## src/rtl/scr1_dmem_tcm_router_if.sv

```systemverilog
// ---------------------------------------------------------------------------
// scr1_dmem_tcm_router_if
//
// One data-memory bus link: request channel (req/cmd/width/addr/wdata),
// request acceptance (req_ack) and response channel (resp/rdata).
//
// Handshake semantics for every link built on this interface:
//   - A request transfers in the cycle where req && req_ack are both high.
//     req_ack may depend combinationally on req/addr.
//   - After a transfer the requester waits for exactly one response:
//     resp 2'b01 = ready (rdata valid for reads), 2'b10 = error,
//     2'b00 = nothing this cycle. Each non-zero resp is a one-cycle pulse.
//
// Modports:
//   master : the side that issues requests (drives req/cmd/width/addr/wdata)
//   slave  : the side that accepts requests (drives req_ack/rdata/resp)
// ---------------------------------------------------------------------------
interface scr1_dmem_tcm_router_if;
  logic        req_ack;
  logic        req;
  logic        cmd;
  logic [1:0]  width;
  logic [31:0] addr;
  logic [31:0] wdata;
  logic [31:0] rdata;
  logic [1:0]  resp;

  modport master (
    input  req_ack,
    input  rdata,
    input  resp,
    output req,
    output cmd,
    output width,
    output addr,
    output wdata
  );

  modport slave (
    output req_ack,
    output rdata,
    output resp,
    input  req,
    input  cmd,
    input  width,
    input  addr,
    input  wdata
  );
endinterface

```

## src/rtl/scr1_dmem_tcm_router.sv

```systemverilog
// ---------------------------------------------------------------------------
// scr1_dmem_tcm_router
//
// Routes core data-memory requests either to the tightly-coupled memory
// (TCM) or to the external bus bridge, based on the request address.
// Exactly one transaction may be outstanding; the port that owns it is
// remembered in port_q and its response/read data are steered back to the
// core. The request path is purely combinational, so a TCM that answers in
// the next cycle sustains one access per cycle.
//
// Ports:
//   clk          : clock, all state updates on rising edge
//   rst_n        : asynchronous active-low reset
//   dmem_if      : core side (slave modport)
//   tcm_if       : TCM side (master modport)
//   ext_if       : external bridge side (master modport)
//   dbg_state_o  : current FSM state (0 IDLE, 1 WAIT, 2 FLUSH)
//   dbg_port_o   : port owning the outstanding transaction (0 TCM, 1 EXT)
//
// Optional feature, enabled by defining SCR1_ROUTER_TIMEOUT_EN:
//   a WAIT that sees no response for SCR1_ROUTER_TIMEOUT cycles is reported
//   to the core as an error; the router then sits in FLUSH, refusing new
//   requests, until the stalled port finally answers (that answer is
//   dropped). Without the macro WAIT lasts until the port responds.
// ---------------------------------------------------------------------------
module scr1_dmem_tcm_router #(
  parameter logic [31:0] SCR1_TCM_ADDR_MASK    = 32'hFFFF_0000,
  parameter logic [31:0] SCR1_TCM_ADDR_PATTERN = 32'h0048_0000
`ifdef SCR1_ROUTER_TIMEOUT_EN
  ,
  parameter int unsigned SCR1_ROUTER_TIMEOUT   = 64
`endif
) (
  input  logic                          clk,
  input  logic                          rst_n,
  scr1_dmem_tcm_router_if.slave         dmem_if,
  scr1_dmem_tcm_router_if.master        tcm_if,
  scr1_dmem_tcm_router_if.master        ext_if,
  output logic [1:0]                    dbg_state_o,
  output logic                          dbg_port_o
);

  localparam logic [1:0] RESP_IDLE = 2'b00;
  localparam logic [1:0] RESP_ERR  = 2'b10;

  localparam logic PORT_TCM = 1'b0;
  localparam logic PORT_EXT = 1'b1;

  typedef enum logic [1:0] {
    ST_IDLE  = 2'd0,
    ST_WAIT  = 2'd1,
    ST_FLUSH = 2'd2
  } state_e;

  state_e      state_q, state_d;
  logic        port_q,  port_d;

  logic        sel_tcm;
  logic        sel_port;
  logic        sel_ack;
  logic [1:0]  port_resp;
  logic [31:0] port_rdata;
  logic        resp_done;
  logic        accept_ok;
  logic        handshake;
  logic        timeout_hit;
  logic [1:0]  core_resp;
  logic [31:0] core_rdata;

  // -------------------------------------------------------------------------
  // Address decode and response selection
  // -------------------------------------------------------------------------
  assign sel_tcm  = ((dmem_if.addr & SCR1_TCM_ADDR_MASK) == SCR1_TCM_ADDR_PATTERN);
  assign sel_port = sel_tcm ? PORT_TCM : PORT_EXT;
  assign sel_ack  = sel_tcm ? tcm_if.req_ack : ext_if.req_ack;

  // Only the port owning the outstanding transaction is listened to; a
  // response from the other port (or in IDLE) never reaches the core.
  assign port_resp  = (port_q == PORT_TCM) ? tcm_if.resp  : ext_if.resp;
  assign port_rdata = (port_q == PORT_TCM) ? tcm_if.rdata : ext_if.rdata;

  assign resp_done = (state_q == ST_WAIT) && (port_resp != RESP_IDLE);

  // A new request may go out when nothing is pending, or in the very cycle
  // the pending one completes -- this is what gives back-to-back throughput
  // and lets a request to the other port overlap the last response.
  assign accept_ok = (state_q == ST_IDLE) || resp_done;
  assign handshake = dmem_if.req && accept_ok && sel_ack;

  // -------------------------------------------------------------------------
  // Request fan-out: payload goes to both ports, req only to the chosen one
  // -------------------------------------------------------------------------
  assign tcm_if.req   = dmem_if.req && accept_ok && sel_tcm;
  assign tcm_if.cmd   = dmem_if.cmd;
  assign tcm_if.width = dmem_if.width;
  assign tcm_if.addr  = dmem_if.addr;
  assign tcm_if.wdata = dmem_if.wdata;

  assign ext_if.req   = dmem_if.req && accept_ok && !sel_tcm;
  assign ext_if.cmd   = dmem_if.cmd;
  assign ext_if.width = dmem_if.width;
  assign ext_if.addr  = dmem_if.addr;
  assign ext_if.wdata = dmem_if.wdata;

  assign dmem_if.req_ack = accept_ok && sel_ack;
  assign dmem_if.resp    = core_resp;
  assign dmem_if.rdata   = core_rdata;

  // -------------------------------------------------------------------------
  // Response timeout (optional)
  // -------------------------------------------------------------------------
`ifdef SCR1_ROUTER_TIMEOUT_EN
  localparam int unsigned CNT_W = $clog2(SCR1_ROUTER_TIMEOUT) + 1;
  localparam logic [CNT_W-1:0] CNT_LAST = CNT_W'(SCR1_ROUTER_TIMEOUT - 1);

  logic [CNT_W-1:0] cnt_q, cnt_d;

  // cnt_q counts completed silent WAIT cycles, so in the k-th WAIT cycle
  // after the handshake it holds k-1 and the error fires in cycle
  // SCR1_ROUTER_TIMEOUT after acceptance.
  assign timeout_hit = (state_q == ST_WAIT) && (port_resp == RESP_IDLE) &&
                       (cnt_q == CNT_LAST);

  always_comb begin
    cnt_d = '0;
    if ((state_q == ST_WAIT) && (port_resp == RESP_IDLE) && !timeout_hit) begin
      cnt_d = cnt_q + 1'b1;
    end
  end

  always_ff @(posedge clk or negedge rst_n) begin
    if (!rst_n) begin
      cnt_q <= '0;
    end else begin
      cnt_q <= cnt_d;
    end
  end
`else
  assign timeout_hit = 1'b0;
`endif

  // -------------------------------------------------------------------------
  // FSM: state register
  // -------------------------------------------------------------------------
  always_ff @(posedge clk or negedge rst_n) begin
    if (!rst_n) begin
      state_q <= ST_IDLE;
      port_q  <= PORT_TCM;
    end else begin
      state_q <= state_d;
      port_q  <= port_d;
    end
  end

  // -------------------------------------------------------------------------
  // FSM: next state and core-side response
  // -------------------------------------------------------------------------
  always_comb begin
    state_d    = state_q;
    port_d     = handshake ? sel_port : port_q;
    core_resp  = RESP_IDLE;
    core_rdata = '0;

    case (state_q)
      ST_IDLE: begin
        if (handshake) begin
          state_d = ST_WAIT;
        end
      end

      ST_WAIT: begin
        core_resp  = port_resp;
        core_rdata = port_rdata;
        if (resp_done) begin
          state_d = handshake ? ST_WAIT : ST_IDLE;
        end else if (timeout_hit) begin
          core_resp = RESP_ERR;
          state_d   = ST_FLUSH;
        end
      end

`ifdef SCR1_ROUTER_TIMEOUT_EN
      // The late response of the stalled port is swallowed here so that it
      // cannot be mistaken for the answer to a later request.
      ST_FLUSH: begin
        if (port_resp != RESP_IDLE) begin
          state_d = ST_IDLE;
        end
      end
`endif

      default: begin
        state_d = ST_IDLE;
      end
    endcase
  end

  assign dbg_state_o = state_q;
  assign dbg_port_o  = port_q;

endmodule

```

## src/flat_wrapper.sv

```systemverilog
// flat-port wrapper written by rule: the top's interface ports become plain ports
module scr1_dmem_tcm_router_flat 
#(
  parameter logic [31:0] SCR1_TCM_ADDR_MASK    = 32'hFFFF_0000,
  parameter logic [31:0] SCR1_TCM_ADDR_PATTERN = 32'h0048_0000

)
  (clk, rst_n, dbg_state_o, dbg_port_o, dmem_if_req_ack, dmem_if_rdata, dmem_if_resp, dmem_if_req, dmem_if_cmd, dmem_if_width, dmem_if_addr, dmem_if_wdata, tcm_if_req_ack, tcm_if_rdata, tcm_if_resp, tcm_if_req, tcm_if_cmd, tcm_if_width, tcm_if_addr, tcm_if_wdata, ext_if_req_ack, ext_if_rdata, ext_if_resp, ext_if_req, ext_if_cmd, ext_if_width, ext_if_addr, ext_if_wdata);
  scr1_dmem_tcm_router_if dmem_if_i ();
  scr1_dmem_tcm_router_if tcm_if_i ();
  scr1_dmem_tcm_router_if ext_if_i ();
  input  logic clk;
  input  logic rst_n;
  output logic [1:0] dbg_state_o;
  output logic dbg_port_o;
  output wire logic [$bits(dmem_if_i.req_ack)-1:0] dmem_if_req_ack;
  output wire logic [$bits(dmem_if_i.rdata)-1:0] dmem_if_rdata;
  output wire logic [$bits(dmem_if_i.resp)-1:0] dmem_if_resp;
  input wire logic [$bits(dmem_if_i.req)-1:0] dmem_if_req;
  input wire logic [$bits(dmem_if_i.cmd)-1:0] dmem_if_cmd;
  input wire logic [$bits(dmem_if_i.width)-1:0] dmem_if_width;
  input wire logic [$bits(dmem_if_i.addr)-1:0] dmem_if_addr;
  input wire logic [$bits(dmem_if_i.wdata)-1:0] dmem_if_wdata;
  input wire logic [$bits(tcm_if_i.req_ack)-1:0] tcm_if_req_ack;
  input wire logic [$bits(tcm_if_i.rdata)-1:0] tcm_if_rdata;
  input wire logic [$bits(tcm_if_i.resp)-1:0] tcm_if_resp;
  output wire logic [$bits(tcm_if_i.req)-1:0] tcm_if_req;
  output wire logic [$bits(tcm_if_i.cmd)-1:0] tcm_if_cmd;
  output wire logic [$bits(tcm_if_i.width)-1:0] tcm_if_width;
  output wire logic [$bits(tcm_if_i.addr)-1:0] tcm_if_addr;
  output wire logic [$bits(tcm_if_i.wdata)-1:0] tcm_if_wdata;
  input wire logic [$bits(ext_if_i.req_ack)-1:0] ext_if_req_ack;
  input wire logic [$bits(ext_if_i.rdata)-1:0] ext_if_rdata;
  input wire logic [$bits(ext_if_i.resp)-1:0] ext_if_resp;
  output wire logic [$bits(ext_if_i.req)-1:0] ext_if_req;
  output wire logic [$bits(ext_if_i.cmd)-1:0] ext_if_cmd;
  output wire logic [$bits(ext_if_i.width)-1:0] ext_if_width;
  output wire logic [$bits(ext_if_i.addr)-1:0] ext_if_addr;
  output wire logic [$bits(ext_if_i.wdata)-1:0] ext_if_wdata;
  assign dmem_if_req_ack = dmem_if_i.req_ack;
  assign dmem_if_rdata = dmem_if_i.rdata;
  assign dmem_if_resp = dmem_if_i.resp;
  assign dmem_if_i.req = dmem_if_req;
  assign dmem_if_i.cmd = dmem_if_cmd;
  assign dmem_if_i.width = dmem_if_width;
  assign dmem_if_i.addr = dmem_if_addr;
  assign dmem_if_i.wdata = dmem_if_wdata;
  assign tcm_if_i.req_ack = tcm_if_req_ack;
  assign tcm_if_i.rdata = tcm_if_rdata;
  assign tcm_if_i.resp = tcm_if_resp;
  assign tcm_if_req = tcm_if_i.req;
  assign tcm_if_cmd = tcm_if_i.cmd;
  assign tcm_if_width = tcm_if_i.width;
  assign tcm_if_addr = tcm_if_i.addr;
  assign tcm_if_wdata = tcm_if_i.wdata;
  assign ext_if_i.req_ack = ext_if_req_ack;
  assign ext_if_i.rdata = ext_if_rdata;
  assign ext_if_i.resp = ext_if_resp;
  assign ext_if_req = ext_if_i.req;
  assign ext_if_cmd = ext_if_i.cmd;
  assign ext_if_width = ext_if_i.width;
  assign ext_if_addr = ext_if_i.addr;
  assign ext_if_wdata = ext_if_i.wdata;
  scr1_dmem_tcm_router #(.SCR1_TCM_ADDR_MASK(SCR1_TCM_ADDR_MASK), .SCR1_TCM_ADDR_PATTERN(SCR1_TCM_ADDR_PATTERN)) u_core (.clk(clk), .rst_n(rst_n), .dmem_if(dmem_if_i), .tcm_if(tcm_if_i), .ext_if(ext_if_i), .dbg_state_o(dbg_state_o), .dbg_port_o(dbg_port_o));
endmodule
```

## config.mk

```make
export PLATFORM = sky130hd
export DESIGN_NAME = scr1_dmem_tcm_router_flat
export DESIGN_NICKNAME = d
export VERILOG_FILES = /design/src/rtl/scr1_dmem_tcm_router_if.sv /design/src/rtl/scr1_dmem_tcm_router.sv /design/src/flat_wrapper.sv
export SDC_FILE = /design/constraint.sdc
export NUM_CORES = 1
export LEC_CHECK = 0
export ABC_AREA = 1
export ABC_CLOCK_PERIOD_IN_PS = 3400
export CORE_AREA = 4 4 119 121
export CTS_CLUSTER_DIAMETER = 100
export DETAILED_ROUTE_END_ITERATION = 6
export DIE_AREA = 0 0 123 125
export HOLD_SLACK_MARGIN = 0.12
export PLACE_DENSITY_LB_ADDON = 0.08
export SLEW_MARGIN = 15
export SYNTH_ARGS = -nofsm -noshare
export SYNTH_HDL_FRONTEND = slang
export SYNTH_SLANG_ARGS = --single-unit
```

## constraint.sdc

```tcl
create_clock -name clk -period 3.4 [get_ports clk]
set_input_delay 0.68 -clock clk [delete_from_list [all_inputs] [get_ports clk]]
set_output_delay 0.68 -clock clk [all_outputs]
set_load 0.005 [all_outputs]
```

# After elaboration in Yosys (flattened, before gate mapping)

Cells that the tools add are included.

Flip-flop bits (word level): 3
Bits in latches: 0
Bits in writable memories: 0
Memory bits (read-only): 0
Input port bits: 140
Output and inout bits: 174
Logic and storage cells: 27
Memories kept: 0

Add/sub/neg operators: 0
$mul: 0
Divide/modulo/power cells: 0
Magnitude comparators: 0
Eq/ne operators: 4
Shifts and indexed selects: 0
Mux-type cells: 10
Bitwise operators: 0
Reductions and logical operators: 11

Operator list:

| cell                                                  | count |
|---|---|
| 2-to-1 mux 32 bit                                     | 2 |
| equality test 16 x 7 -> 1 bit (second input constant) | 1 |
| 2-to-1 mux 2 bit                                      | 4 |
| logical AND 1 bit                                     | 6 |
| != test 2 x 1 -> 1 bit (second input constant)        | 2 |
| one-hot mux 2 bit (2 select lines)                    | 1 |
| 2-to-1 mux 1 bit                                      | 3 |
| equality test 2 x 1 -> 1 bit (second input constant)  | 1 |
| logical NOT 2 bit                                     | 1 |
| AND reduction 2 bit                                   | 1 |
| nonzero test 2 bit                                    | 1 |
| logical NOT 1 bit                                     | 1 |
| logical OR 1 bit                                      | 1 |

# Depth between registers and ports, before layout

Depth after elaboration: 9
Depth in mapped cells: 9
Depth with buffers taken out: 9

# Worst setup path after synthesis

No wires, ideal clock.

Path type: input-to-output
Start point: input dmem_if_addr[31]
End point: output dmem_if_req_ack
Arrival: 1.300 ns
Data required time: 2.720 ns
Setup slack: 1.420 ns
Stages on the path: 7
Buffers on the path: 0
Path through: nor2_1 -> nand2_1 -> nor2_2 -> nand2_1 -> nand2_1 -> nand2_1 -> nor2_1

Word-level cells in the longest chain between the ends: 3

Ends and longest elaborated chain:

| item                          | line                        | RTL |
|---|---|---|
| start, declared               | flat_wrapper.sv:22          | `input wire logic [$bits(dmem_if_i.addr)-1:0] dmem_if_addr;` |
| equality test 16 x 7 -> 1 bit | scr1_dmem_tcm_router.sv:73  | `assign sel_tcm = ((dmem_if.addr & SCR1_TCM_ADDR_MASK) == SCR1_TCM_ADDR_PATTERN);` |
| 2-to-1 mux 1 bit              | scr1_dmem_tcm_router.sv:75  | `assign sel_ack = sel_tcm ? tcm_if.req_ack : ext_if.req_ack;` |
| logical AND 1 bit             | scr1_dmem_tcm_router.sv:105 | `assign dmem_if.req_ack = accept_ok && sel_ack;` |
| end, declared                 | flat_wrapper.sv:16          | `output wire logic [$bits(dmem_if_i.req_ack)-1:0] dmem_if_req_ack;` |

Every way passes these cells.

# Worst setup path in the final report

Start point: input dmem_if_addr[22]
End point: output dmem_if_req_ack

Same word-level chain as after synthesis.

==> flow_metrics.tcl <==
set metrics [dict create \
    status "finished clean" \
    stdcell_count 483 \
    combPwrFrac_pct 65.8 \
    p_sw_uw 211 \
    switching_share_pct 32.7 \
    worstSetupStartpointType "input pin" \
    synth_seq_cells 2 \
    worstPathMaxFanout 3 \
    final_cell_area_um2 2580 \
    yosysSeqAreaShare_pct 2.87 \
    final_util_pct 19.7 \
    row_count 42 \
    slew_headroom_pct 60.9 \
    powerDensity_nw_per_um2 251 \
    period_minus_slack_ps 3100 \
    cts_tree "built" \
    crit_required_ps 2720 \
    cts.sinks 2 \
    h-tree-depth 1 \
    first_global_vias 1818 \
    antenna_found_initial 0 \
    portBuffers 159 \
    cts_hold_buf 0 \
    drt_iter0_drc 35 \
    die-width_um 123 \
    worstMarginPinSlew_ps 586 \
    initial_core_util_pct 13.3 \
    hold_class "in -> async" \
    final.setup.tns_ps 0 \
    place.gp.congestion 0.650 \
    clockBufferDepth 2 \
    internal_power_uw 435 \
    seqPwrFrac_pct 6.9 \
    crit_top_cell "nand2_1" \
    arrival_ps 2420 \
    syn-cell-area_um2 1740 \
    cts_buffers 3 \
    cts-resized-gates 0 \
    root_buffer "clkbuf_16" \
    dp_cells 480 \
    viasPerCell 3.39 \
    holdWs_ps 631 \
    antenna_cells 0 \
    cap_violations 0 \
    rsz0062_at_grt "false" \
    pre_cts_slack_ps 275 \
    max_stage_delay_ps 530 \
    setup_viol 0 \
    fp.dieH_um 125 \
    hpwl_mm 5.73 \
    via_count 1638 \
    syn_nets 428 \
    hold_violations 0 \
    fin_nets 449 \
    drc_errors 0 \
    wire_per_inst_um 14.4 \
    worst_slack_ps 299 \
    critPathTopFamily "buffers and inverters" \
    end_kind "output pin" \
    ant_nets 0 \
    power_leakage_nw 0.971 \
    drive_above_1_share_pct 5.54 \
    grt-ovfl-total 0 \
    pwr-share-clk_pct 27.3 \
    fmax_mhz 322 \
    slowest_stage "clkdlybuf4s50_1" \
    yosysWarnings 0 \
    synth.distinct_cells 21 \
    grt_pass1_wl_mm 9.90 \
    synth.avg_cell_area_um2 6.06 \
    post_cts_buffers 0 \
    dieArea_um2 15400 \
    grt_max_degree 35 \
    crit_type "in -> out" \
    path_cells "clkdlybuf4s50_1, inv_1, nor2_1, nand2_1, nor2_2, nand2_1, nand2_1, nand2_1, nor2_1, clkdlybuf4s50_1" \
    finClkSkew_ps 0.827 \
    placed_area_um2 2510 \
    coreArea_um2 13100 \
    finalPower_uw 647 \
    finalWirelength_mm 6.98 \
    clk_latency_ps 220 \
    path_clk_slew_ps 30 \
    syn_inst 288 \
    reg2reg_setup_slack_ps 1870 \
    irDropWorstVdd_mv 0.104 \
    area_delta_synth_final_pct 48.1 \
    grt.total_usage_pct 8.32 \
    slew_violations 0 \
    critPathBufInv 3 \
    io_pins 314 \
    period_share_pct 91.2 \
    firstDrtPassIters 4 \
]
path summary, 6_finish.rpt:
path                                  startpoint               endpoint  cells past startpoint
min                                        rst_n      u_core.dbg_port_o                      1
max                             dmem_if_addr[22]        dmem_if_req_ack                     10
min reg2reg                u_core.dbg_state_o[0]  u_core.dbg_state_o[0]                      2
max reg2reg                    u_core.dbg_port_o      u_core.dbg_port_o                      8
max in group asynchronous                  rst_n  u_core.dbg_state_o[0]                      1
min in group clk           u_core.dbg_state_o[0]  u_core.dbg_state_o[0]                      2
layout by cell type (no fill, tap or decap):
cell	n
clkdlybuf4s50_1	159
nor2_1	74
o21ai_0	32
nand2_1	11
inv_1	6
clkbuf_16	3
nor2_2	2
nand2_2	2
nand3_2	2
nor2_4	2
nand3_1	2
a21oi_1	2
buf_4	2
dfrtp_1	2
inv_6	1
nand2_4	1
inv_2	1
a21oi_2	1
o21ai_1	1
conb_1	1
sequential cells by signal, summed over array words and instances (netlist names):
name / count
u_core.dbg_port_o: 1
u_core.dbg_state_o: 1
cell families (layout without fill, tap and decap cells):
| kind of cell | after synthesis | in the layout | synth area share, % |
|---|---|---|---|
| AOI/OAI and AO/OA | 36 | 36 | 10.5 |
| other | 1 | 1 | 0.215 |
| DFF | 2 | 2 | 2.87 |
| and+or+nand+nor | 96 | 96 | 23.4 |
| buffers and inverters | 153 | 172 | 63.0 |
Yosys cell counts (all sizes together):
cell,n,share of area (%)
buf,140,60
nor2,78,18
o21ai,33,9.5
nand2,14,3.7
inv,8,2.0
clkbuf,5,1.1
nand3,4,1.7
a21oi,3,1.1
dfrtp,2,2.9
conb,1,0.22
layer usage:
layer | track usage, % | vias to the layer above | wire length, µm
li1 | - | 792 | -
met3 | 4.16 | 26 | 952
met1 | 7.82 | 672 | 2360
met5 | 0 | - | 0
met4 | 3.91 | 0 | 242
met2 | 14.9 | 148 | 3420
power by group through the flow:
stage | combinational, mW | clock, mW | sequential (mW)
floorplan | 0.274 | 0 | 0.0325
detailed placement | 0.437 | 0 | 0.0463
global placement | 0.442 | 0 | 0.0449
finish | 0.426 | 0.177 | 0.0444
CTS | 0.440 | 0.180 | 0.0463
global route | 0.473 | 0.182 | 0.0470
cell type report:
| type | count | area [µm²] |
|---|---|---|
| Fill cell | 1491 | 10500 |
| Timing Repair Buffer | 161 | 1610 |
| Multi-Input combinational cell | 133 | 596 |
| Tap cell | 176 | 220 |
| Clock buffer | 3 | 75.1 |
| Sequential cell | 2 | 50.0 |
| Inverter | 8 | 35.0 |
No activity file was read; power rests on OpenSTA's default activity.
